<file path="config.mk">
export PLATFORM = sky130hd
export DESIGN_NAME = mem_request_initiator
export DESIGN_NICKNAME = d
export VERILOG_FILES = /design/src/rtl/mem_request_initiator.sv
export SDC_FILE = /design/constraint.sdc
export NUM_CORES = 1
export LEC_CHECK = 0
export CAP_MARGIN = 20
export CORE_ASPECT_RATIO = 0.8
export CORE_MARGIN = 3
export CORE_UTILIZATION = 35
export CTS_CLUSTER_SIZE = 10
export DETAILED_ROUTE_END_ITERATION = 10
export GPL_ROUTABILITY_DRIVEN = 0
export GPL_TIMING_DRIVEN = 0
export PLACE_DENSITY = 0.66
export SYNTH_ARGS = -nofsm -noshare
export SYNTH_HDL_FRONTEND = slang
export SYNTH_SLANG_ARGS = --single-unit
</file>
<file path="constraint.sdc">
create_clock -name clk -period 6 [get_ports clk]
set_clock_uncertainty 0.2 [all_clocks]
set_input_delay 0.6 -clock clk [delete_from_list [all_inputs] [get_ports clk]]
set_output_delay 0.6 -clock clk [all_outputs]
set_load 0.01 [all_outputs]
</file>
<file path="src/rtl/mem_request_initiator.sv">
// ============================================================================
// Module   : mem_request_initiator
// Brief    : Load/store initiator. Decodes RISC-V load/store funct3, issues one
//            sized request to the data-memory responder, extends load data and
//            returns the result on a ready/valid response port.
//            Optional macro MEM_TIMEOUT_EN adds an ISSUE-state watchdog.
// Revision : 1.0 - initial release
// ============================================================================
`default_nettype none

`ifndef EXCEPTION_LEN
`define EXCEPTION_LEN 4
`endif
`ifndef EXCEP_OK
`define EXCEP_OK 4'd0
`endif
`ifndef EXCEP_INVALID_MEM_READ
`define EXCEP_INVALID_MEM_READ 4'd1
`endif
`ifndef EXCEP_INVALID_MEM_WRITE
`define EXCEP_INVALID_MEM_WRITE 4'd2
`endif
`ifndef MEM_WIDTH_BYTE
`define MEM_WIDTH_BYTE 2'b00
`endif
`ifndef MEM_WIDTH_HALF
`define MEM_WIDTH_HALF 2'b01
`endif
`ifndef MEM_WIDTH_WORD
`define MEM_WIDTH_WORD 2'b10
`endif

module mem_request_initiator #(
    parameter int TIMEOUT_CYCLES = 255,
    parameter int TIMEOUT_W      = 8
) (
    input  logic                      clk,
    input  logic                      rst,
    input  logic                      reqValid_In,
    output logic                      reqReady_Out,
    input  logic                      reqIsLoad_In,
    input  logic [2:0]                reqFunct3_In,
    input  logic [31:0]               reqAddr_In,
    input  logic [31:0]               reqStoreData_In,
    input  logic [4:0]                reqRd_In,
    output logic [31:0]               memAddr_Out,
    output logic [31:0]               memData_Out,
    output logic [1:0]                memDataWidth_Out,
    output logic                      memIsRead_Out,
    output logic                      memValid_Out,
    input  logic [`EXCEPTION_LEN-1:0] memException_In,
    input  logic [31:0]               memData_In,
    input  logic                      memOperationOK_In,
    output logic                      respValid_Out,
    input  logic                      respReady_In,
    output logic [31:0]               respData_Out,
    output logic [4:0]                respRd_Out,
    output logic [`EXCEPTION_LEN-1:0] respException_Out,
    output logic [31:0]               respFaultAddr_Out
);

    typedef enum logic [1:0] {
        S_IDLE  = 2'd0,
        S_ISSUE = 2'd1,
        S_RESP  = 2'd2
    } state_t;

    // The watchdog compare must be representable in the counter width.
    generate
        if (TIMEOUT_CYCLES < 1 || TIMEOUT_CYCLES >= (1 << TIMEOUT_W)) begin : g_bad_timeout_cfg
            $error("mem_request_initiator: TIMEOUT_CYCLES must be in [1, 2**TIMEOUT_W)");
        end
    endgenerate

    state_t                    r_state_q,          w_state_d;
    logic                      r_req_ready_q,      w_req_ready_d;
    logic [2:0]                r_funct3_q,         w_funct3_d;
    logic [31:0]               r_mem_addr_q,       w_mem_addr_d;
    logic [31:0]               r_mem_data_q,       w_mem_data_d;
    logic [1:0]                r_mem_width_q,      w_mem_width_d;
    logic                      r_mem_is_read_q,    w_mem_is_read_d;
    logic                      r_mem_valid_q,      w_mem_valid_d;
    logic                      r_resp_valid_q,     w_resp_valid_d;
    logic [31:0]               r_resp_data_q,      w_resp_data_d;
    logic [4:0]                r_resp_rd_q,        w_resp_rd_d;
    logic [`EXCEPTION_LEN-1:0] r_resp_exc_q,       w_resp_exc_d;
    logic [31:0]               r_resp_fault_q,     w_resp_fault_d;
    logic                      w_tmo_hit;

`ifdef MEM_TIMEOUT_EN
    logic [TIMEOUT_W-1:0]      r_tmo_cnt_q,        w_tmo_cnt_d;
    assign w_tmo_hit = (r_tmo_cnt_q == TIMEOUT_W'(TIMEOUT_CYCLES - 1));
`else
    assign w_tmo_hit = 1'b0;
`endif

    function automatic logic f_is_legal(input logic is_load, input logic [2:0] f3);
        if (is_load)
            return (f3 == 3'b000) || (f3 == 3'b001) || (f3 == 3'b010) ||
                   (f3 == 3'b100) || (f3 == 3'b101);
        else
            return (f3 == 3'b000) || (f3 == 3'b001) || (f3 == 3'b010);
    endfunction

    function automatic logic [1:0] f_width(input logic [1:0] size);
        case (size)
            2'b00:   return `MEM_WIDTH_BYTE;
            2'b01:   return `MEM_WIDTH_HALF;
            default: return `MEM_WIDTH_WORD;
        endcase
    endfunction

    // funct3[2] selects zero-extension (LBU/LHU).
    function automatic logic [31:0] f_extend(input logic [2:0] f3, input logic [31:0] d);
        case (f3[1:0])
            2'b00:   return f3[2] ? {24'b0, d[7:0]}  : {{24{d[7]}},  d[7:0]};
            2'b01:   return f3[2] ? {16'b0, d[15:0]} : {{16{d[15]}}, d[15:0]};
            default: return d;
        endcase
    endfunction

    always_comb begin
        w_state_d       = r_state_q;
        w_req_ready_d   = r_req_ready_q;
        w_funct3_d      = r_funct3_q;
        w_mem_addr_d    = r_mem_addr_q;
        w_mem_data_d    = r_mem_data_q;
        w_mem_width_d   = r_mem_width_q;
        w_mem_is_read_d = r_mem_is_read_q;
        w_mem_valid_d   = r_mem_valid_q;
        w_resp_valid_d  = r_resp_valid_q;
        w_resp_data_d   = r_resp_data_q;
        w_resp_rd_d     = r_resp_rd_q;
        w_resp_exc_d    = r_resp_exc_q;
        w_resp_fault_d  = r_resp_fault_q;
`ifdef MEM_TIMEOUT_EN
        w_tmo_cnt_d     = r_tmo_cnt_q;
`endif

        case (r_state_q)
            S_IDLE: begin
                if (reqValid_In && r_req_ready_q) begin
                    w_req_ready_d = 1'b0;
                    w_funct3_d    = reqFunct3_In;
                    w_resp_rd_d   = reqRd_In;
                    if (f_is_legal(reqIsLoad_In, reqFunct3_In)) begin
                        w_state_d       = S_ISSUE;
                        w_mem_addr_d    = reqAddr_In;
                        w_mem_data_d    = reqIsLoad_In ? 32'd0 : reqStoreData_In;
                        w_mem_width_d   = f_width(reqFunct3_In[1:0]);
                        w_mem_is_read_d = reqIsLoad_In;
                        w_mem_valid_d   = 1'b1;
`ifdef MEM_TIMEOUT_EN
                        w_tmo_cnt_d     = '0;
`endif
                    end else begin
                        // Illegal encodings never reach the responder.
                        w_state_d      = S_RESP;
                        w_resp_valid_d = 1'b1;
                        w_resp_data_d  = 32'd0;
                        w_resp_exc_d   = reqIsLoad_In ? `EXCEP_INVALID_MEM_READ
                                                      : `EXCEP_INVALID_MEM_WRITE;
                        w_resp_fault_d = reqAddr_In;
                    end
                end
            end

            S_ISSUE: begin
`ifdef MEM_TIMEOUT_EN
                w_tmo_cnt_d = r_tmo_cnt_q + TIMEOUT_W'(1);
`endif
                if (memException_In != `EXCEP_OK) begin
                    w_state_d      = S_RESP;
                    w_mem_valid_d  = 1'b0;
                    w_resp_valid_d = 1'b1;
                    w_resp_data_d  = 32'd0;
                    w_resp_exc_d   = memException_In;
                    w_resp_fault_d = r_mem_addr_q;
                end else if (memOperationOK_In) begin
                    w_state_d      = S_RESP;
                    w_mem_valid_d  = 1'b0;
                    w_resp_valid_d = 1'b1;
                    w_resp_data_d  = r_mem_is_read_q ? f_extend(r_funct3_q, memData_In) : 32'd0;
                    w_resp_exc_d   = `EXCEP_OK;
                    w_resp_fault_d = 32'd0;
                end else if (w_tmo_hit) begin
                    w_state_d      = S_RESP;
                    w_mem_valid_d  = 1'b0;
                    w_resp_valid_d = 1'b1;
                    w_resp_data_d  = 32'd0;
                    w_resp_exc_d   = r_mem_is_read_q ? `EXCEP_INVALID_MEM_READ
                                                     : `EXCEP_INVALID_MEM_WRITE;
                    w_resp_fault_d = r_mem_addr_q;
                end
            end

            S_RESP: begin
                if (respReady_In) begin
                    w_state_d      = S_IDLE;
                    w_resp_valid_d = 1'b0;
                    w_req_ready_d  = 1'b1;
                end
            end

            default: begin
                w_state_d      = S_IDLE;
                w_req_ready_d  = 1'b1;
                w_mem_valid_d  = 1'b0;
                w_resp_valid_d = 1'b0;
            end
        endcase
    end

    always_ff @(posedge clk or posedge rst) begin
        if (rst) begin
            r_state_q       <= S_IDLE;
            r_req_ready_q   <= 1'b1;
            r_funct3_q      <= 3'd0;
            r_mem_addr_q    <= 32'd0;
            r_mem_data_q    <= 32'd0;
            r_mem_width_q   <= 2'd0;
            r_mem_is_read_q <= 1'b0;
            r_mem_valid_q   <= 1'b0;
            r_resp_valid_q  <= 1'b0;
            r_resp_data_q   <= 32'd0;
            r_resp_rd_q     <= 5'd0;
            r_resp_exc_q    <= `EXCEP_OK;
            r_resp_fault_q  <= 32'd0;
`ifdef MEM_TIMEOUT_EN
            r_tmo_cnt_q     <= '0;
`endif
        end else begin
            r_state_q       <= w_state_d;
            r_req_ready_q   <= w_req_ready_d;
            r_funct3_q      <= w_funct3_d;
            r_mem_addr_q    <= w_mem_addr_d;
            r_mem_data_q    <= w_mem_data_d;
            r_mem_width_q   <= w_mem_width_d;
            r_mem_is_read_q <= w_mem_is_read_d;
            r_mem_valid_q   <= w_mem_valid_d;
            r_resp_valid_q  <= w_resp_valid_d;
            r_resp_data_q   <= w_resp_data_d;
            r_resp_rd_q     <= w_resp_rd_d;
            r_resp_exc_q    <= w_resp_exc_d;
            r_resp_fault_q  <= w_resp_fault_d;
`ifdef MEM_TIMEOUT_EN
            r_tmo_cnt_q     <= w_tmo_cnt_d;
`endif
        end
    end

    assign reqReady_Out      = r_req_ready_q;
    assign memAddr_Out       = r_mem_addr_q;
    assign memData_Out       = r_mem_data_q;
    assign memDataWidth_Out  = r_mem_width_q;
    assign memIsRead_Out     = r_mem_is_read_q;
    assign memValid_Out      = r_mem_valid_q;
    assign respValid_Out     = r_resp_valid_q;
    assign respData_Out      = r_resp_data_q;
    assign respRd_Out        = r_resp_rd_q;
    assign respException_Out = r_resp_exc_q;
    assign respFaultAddr_Out = r_resp_fault_q;

endmodule

`default_nettype wire

</file>
**Word level (Yosys, flattened, before mapping)**

Cells that the tools add are included.

- Bits in registers: 148
- Input port bits: 114
- Word-level logic and storage cells: 91
- Output and inout bits: 143

- Bitwise operators: 2
- Mux-type cells: 45
- Reduce and logical (&&, ||, !) cells: 18
- Eq/ne operators: 13

Operator list:

| cell | count |
|---|---|
| 32-bit 2-to-1 mux | 12 |
| 32-bit one-hot mux with 2 select lines | 3 |
| 4-bit 2-to-1 mux | 4 |
| 1-bit 2-to-1 mux | 14 |
| 2-bit 2-to-1 mux | 6 |
| 4-bit AND reduction | 3 |
| 1-bit one-hot mux with 3 select lines | 3 |
| 3-bit AND reduction | 3 |
| 2-bit inequality test, second input constant | 4 |
| 4-bit one-hot mux with 2 select lines | 1 |
| 2-bit by 1-bit == test with 1-bit output, second input constant | 3 |
| 3-bit == test, second input constant | 2 |
| 2-bit zero test | 3 |
| 2-bit one-hot mux with 3 select lines | 1 |
| 1-bit logical OR | 4 |
| 2-bit one-hot mux with 2 select lines | 1 |
| 4-bit nonzero test | 1 |
| 3-bit by 1-bit == test with 1-bit output, second input constant | 1 |
| 3-bit by 2-bit == test with 1-bit output, second input constant | 1 |
| 3-bit zero test | 1 |
| 3-bit inequality test, second input constant | 1 |
| 2-bit == test, second input constant | 1 |
| 1-bit inverter | 2 |
| 2-bit AND reduction | 1 |
| 2 further kinds | 2 |

**Logic depth before layout (Yosys ltp)**

- Word-level depth: 11
- Gate-level depth with buffers: 6
- Depth with buffers taken out: 4

**Worst setup path after synthesis**

OpenSTA, ideal clock, no wires.

- Path kind: in2reg
- Start point: input port memException_In[3]
- End point: register r_resp_data_q[10] (netlist: respData_Out[10])
- Arrival time: 1.896 ns
- Buffers on the path: 2
- Slack: 3.778 ns
- Stages on the path: 6
- Setup time: 0.125 ns
- Required time: 5.675 ns
- Cell sequence: nor4_4 > nand2b_1 > a22o_1 > buf_6 > buf_6 > mux2_4

- Word-level cells in the longest chain between the ends: 3
- Elaborated cells on any way between the ends: 5
- Those cells by class: 1 x eq/ne; 2 x mux; 2 x reduce/logical

RTL lines:

| element | RTL line | RTL |
|---|---|---|
| from (decl) | 51 | `` input logic [`EXCEPTION_LEN-1:0] memException_In, `` |
| 4-bit nonzero test (no line) (*) | - |  |
| 3-bit inequality test (no line) / 32-bit 2-to-1 mux (equally long branches) | - |  |
| 4-bit AND reduction (no line) / 32-bit one-hot mux with 2 select lines (equally long branches) | - |  |
| to (signal assigned) | 242 | `r_resp_data_q <= w_resp_data_d;` |
| to (decl) | 84 | `logic [31:0] r_resp_data_q, w_resp_data_d;` |

Every way passes the cells marked *; elsewhere a longest branch is shown, timed or not.
A chain may end at the register's enable or synchronous reset.

**Worst setup path in the final report**

- Start point: input port memException_In[3]
- End point: register r_resp_data_q[24] (netlist: respData_Out[24])

Same word-level chain as after synthesis.

==> reports/results.txt <==
The flow ran to the end, and the final reports show no timing, DRC or antenna violations. The logs give 0 for the remaining routing DRC violations and 711 for the post-synth net total. The tree is rooted in a sky130_fd_sc_hd__clkbuf_16. In this run the core area contains 44 standard-cell rows. The tools report the initial antenna violation count as 0. The worst register-to-register path has a depth of 6. The setup slack on the worst flop-to-flop path is 3.63 ns. The final hold violation count was 0. The floorplan step defined a die boundary enclosing 21,100 um^2. Entering global routing, the biggest net connects 77 pins. The clock-pin slew on the worst setup and hold paths works out to 0.07 ns.

At the later pin of the worst-skew pair, clock insertion delay measures 0.42 ns. The count of buffers added on input and output ports is 256. The final count of negative-setup-slack endpoints came out at 0.

Detailed placement ended at an HPWL of 14.5 mm. The core region is 18,600 um^2. The routed via count was 5,358. The layout cell share with drive strength beyond 1 was 0.167. The leakage power summed over all cells was 4.53 nW; the final period utilization was 0.447. In the layout the commonest cells are sky130_fd_sc_hd__clkdlybuf4s50_1, sky130_fd_sc_hd__dfrtp_1, sky130_fd_sc_hd__nand2_1, sky130_fd_sc_hd__o21ai_0, sky130_fd_sc_hd__mux2_4.

First-pass GRT wire length: 31.6 mm. In this run the worst setup path begins at memException_In[3]. The final net count is 987.

The run gives 597 as the cell count after synthesis. Final count of pins violating max slew: 0. 0 antenna diodes ended up in the layout. The area growth from synthesis to layout is 51.8%. The initial cell density of the core was 0.366. Synthesis inferred 148 register bits. The longest individual stage delay on the worst path works out to 0.56 ns. Walking the worst path, the cells encountered are clkdlybuf4s50_1 -> nor4_4 -> nand3_1 -> clkbuf_1 -> nor3_1 -> mux2_4. Summed over all failing endpoints, the final setup total negative slack is 0 ns. The worst slack at placement came out at 2.83 ns.

The global routing usage summed across all routing layers was 0.192. The power per cell area is 221 nW/um^2. In this run the number of H-tree levels came out at 4. The worst setup path is of the in -> reg kind.

For the final core utilization, the log shows 0.555. Most frequent standard cell in the layout excluding fill and tap cells: sky130_fd_sc_hd__clkdlybuf4s50_1. After layout, the minimum clock period comes to 2.68 ns. Yosys printed 0 warnings. In the routed layout, each cell is associated on average with a via count of 4.70. The count of max-cap constraint violations was 0. The die is 131 um tall. Worst max-slew margin expressed relative to the limit: 0.540. The number of buffers created by CTS came out at 17. The post-synthesis average cell area was 11.4 um^2; the arrival time of the worst setup path was 2.85 ns.

The tools report the capturing element type of the critical path as a flop. The tools report the end of the worst hold path as memData_Out[2]. The worst setup path is launched from an input pin.

The post-CTS setup-driven buffer insertion count is 0, and the slew at the pin closest to its max-slew limit is 0.689 ns. Maximum root-to-sink buffer count: 2. The tools report the achievable clock frequency as 373 MHz. TritonCTS built the clock tree. The logs give 10,300 um^2 for the total non-filler cell area in the finished layout and 9700 um^2 for the placed instance area. The number of instances on the worst hold path was 2.

The tools report the worst path required time as 6.17 ns. Before antenna repair, the detailed router went through 4 iterations. In this run, the number of DRC markers left after iteration 0 of detailed routing was 243. The highest metal layer carrying signal wires in the routed design is met4. The length of routed wiring on met1 was 9.23 mm; the count of clock tree sinks was 148. Dividing the detail-routed wire length by the instance count gives 17.5 um.

The min-delay analysis places its worst path in the category reg -> reg. The worst register-to-register path begins at reqReady_Out. Summing every instance area after synthesis gives 6790 um^2.

In this run, distinct cell masters in the synthesized netlist total 25. Of all nets on the critical path, the largest fanout is 10. Setup repair after global routing left no endpoint under its margin. After filler insertion, the fill cell instance count of the layout stands at 1,647. The routed wire length on met3 came out at 1.72 mm. Origin of the worst min-delay path: memData_Out[2].

For the sequential fraction of the synthesis area, the log shows 0.546. Across the VDD grid, the largest voltage drop is 157 uV. Summed over all layers, the global routing overflow is 0.

The horizontal die dimension was 162 um; the post-route antenna net violation count was 0. Among all stages on the critical path, the largest delay is contributed by sky130_fd_sc_hd__nor4_4. The routed wire length was 19.9 mm; the via count of the first global-routing pass was 5,645. Met2 layer wire length in the routed design: 8.70 mm. In this run the count of I/O pins placed on the die edge is 257.

The end of the worst register-to-register path is respFaultAddr_Out[16]. The tools report the final setup slack of the worst path as 3.32 ns. After clock tree synthesis, the repair step resized 0 gates. After clock tree synthesis, the flow added hold-fix buffers numbering 0.
-- critical path, delay by kind of cell --
kind	cells	cell delay [ns]
multiplexers	1	0.18
AND/OR/NAND/NOR	3	1.25
buffers and inverters	2	0.82
-- per-layer routing --
metal  global-route usage  up-vias
li1                     -     2550
met1                0.259     2593
met2                0.294      195
met3               0.0697       20
met4               0.0557        0
met5                    0        -
-- metrics by stage --
stage | power, W | hold slack, ns | std cells
floorplan | 0.00109 | 0.316 | 597
global placement | 0.00120 | 0.259 | 1106
detailed placement | 0.00121 | 0.269 | 1107
CTS | 0.00231 | 0.283 | 1139
global route | 0.00237 | 0.294 | 1139
finish | 0.00228 | 0.274 | 1139
-- area by class of cell --
cell class              count  area [um^2]  share of cell area
plain buffers              41          214              0.0208
clock buffers              20          457              0.0443
clock inverters            12          145              0.0141
inverters                  14         57.6             0.00559
multi-input cells         394         2820               0.273
flip-flops and latches    148         3700               0.360
well taps                 253          317              0.0307
repair buffers            257         2590               0.251
-- cells by family after synthesis --
| logic type | Yosys count | synth area share |
|---|---|---|
| AO/OA/AOI/OAI | 95 | 0.0725 |
| flip-flops | 148 | 0.546 |
| buffers and inverters | 55 | 0.0393 |
| multiplexers | 108 | 0.210 |
| AND/OR/NAND/NOR | 191 | 0.133 |
-- registers in the layout, indices dropped and copies added (netlist names) --
name	flops
memAddr_Out	32
memData_Out	32
respData_Out	32
respFaultAddr_Out	32
respRd_Out	5
respException_Out	4
r_funct3_q	3
memDataWidth_Out	2
r_state_q	2
memIsRead_Out	1
memValid_Out	1
reqReady_Out	1
respValid_Out	1
-- Yosys cell counts --
library cell / n / area share
sky130_fd_sc_hd__dfrtp_1: 147 / 0.54
sky130_fd_sc_hd__and3_1: 1 / 0.00092
sky130_fd_sc_hd__nor4_4: 1 / 0.0031
sky130_fd_sc_hd__mux2_2: 42 / 0.070
sky130_fd_sc_hd__nor2b_1: 17 / 0.016
sky130_fd_sc_hd__buf_6: 7 / 0.012
sky130_fd_sc_hd__a21oi_1: 11 / 0.0081
sky130_fd_sc_hd__o21ai_0: 79 / 0.058
sky130_fd_sc_hd__nand2_1: 112 / 0.062
sky130_fd_sc_hd__mux2_4: 58 / 0.13
sky130_fd_sc_hd__nor3_1: 16 / 0.012
sky130_fd_sc_hd__o22a_1: 2 / 0.0026
sky130_fd_sc_hd__clkbuf_1: 24 / 0.013
sky130_fd_sc_hd__inv_1: 14 / 0.0077
sky130_fd_sc_hd__buf_1: 4 / 0.0022
sky130_fd_sc_hd__nand3_1: 3 / 0.0022
sky130_fd_sc_hd__dfstp_2: 1 / 0.0039
sky130_fd_sc_hd__nor2_1: 4 / 0.0022
sky130_fd_sc_hd__nor4bb_1: 1 / 0.0015
sky130_fd_sc_hd__buf_2: 6 / 0.0044
sky130_fd_sc_hd__mux2i_1: 8 / 0.012
sky130_fd_sc_hd__nand2b_1: 36 / 0.033
sky130_fd_sc_hd__a21o_1: 1 / 0.0011
sky130_fd_sc_hd__a21boi_0: 1 / 0.0011
sky130_fd_sc_hd__a22o_1: 1 / 0.0013
-- worst max path at each step --
stage          slack (ns)  cells past startpoint                     to
3_3_place_gp        -1.12                      2  respFaultAddr_Out[23]
6_report             3.32                      6       respData_Out[24]
5_1_grt              3.08                      6        memAddr_Out[15]
3_5_place_dp         2.83                      6       respData_Out[24]
2_1_floorplan        1.22                      1         memAddr_Out[0]
4_1_cts              3.25                      6        memAddr_Out[16]
-- report_power, final --
| group | switching [W] | internal [W] |
|---|---|---|
| clock network | 0.000449 | 0.000643 |
| logic | 0.0000658 | 0.000106 |
| registers | 0.00000663 | 0.00101 |
Note: power is estimated with default switching activity, not from simulation.
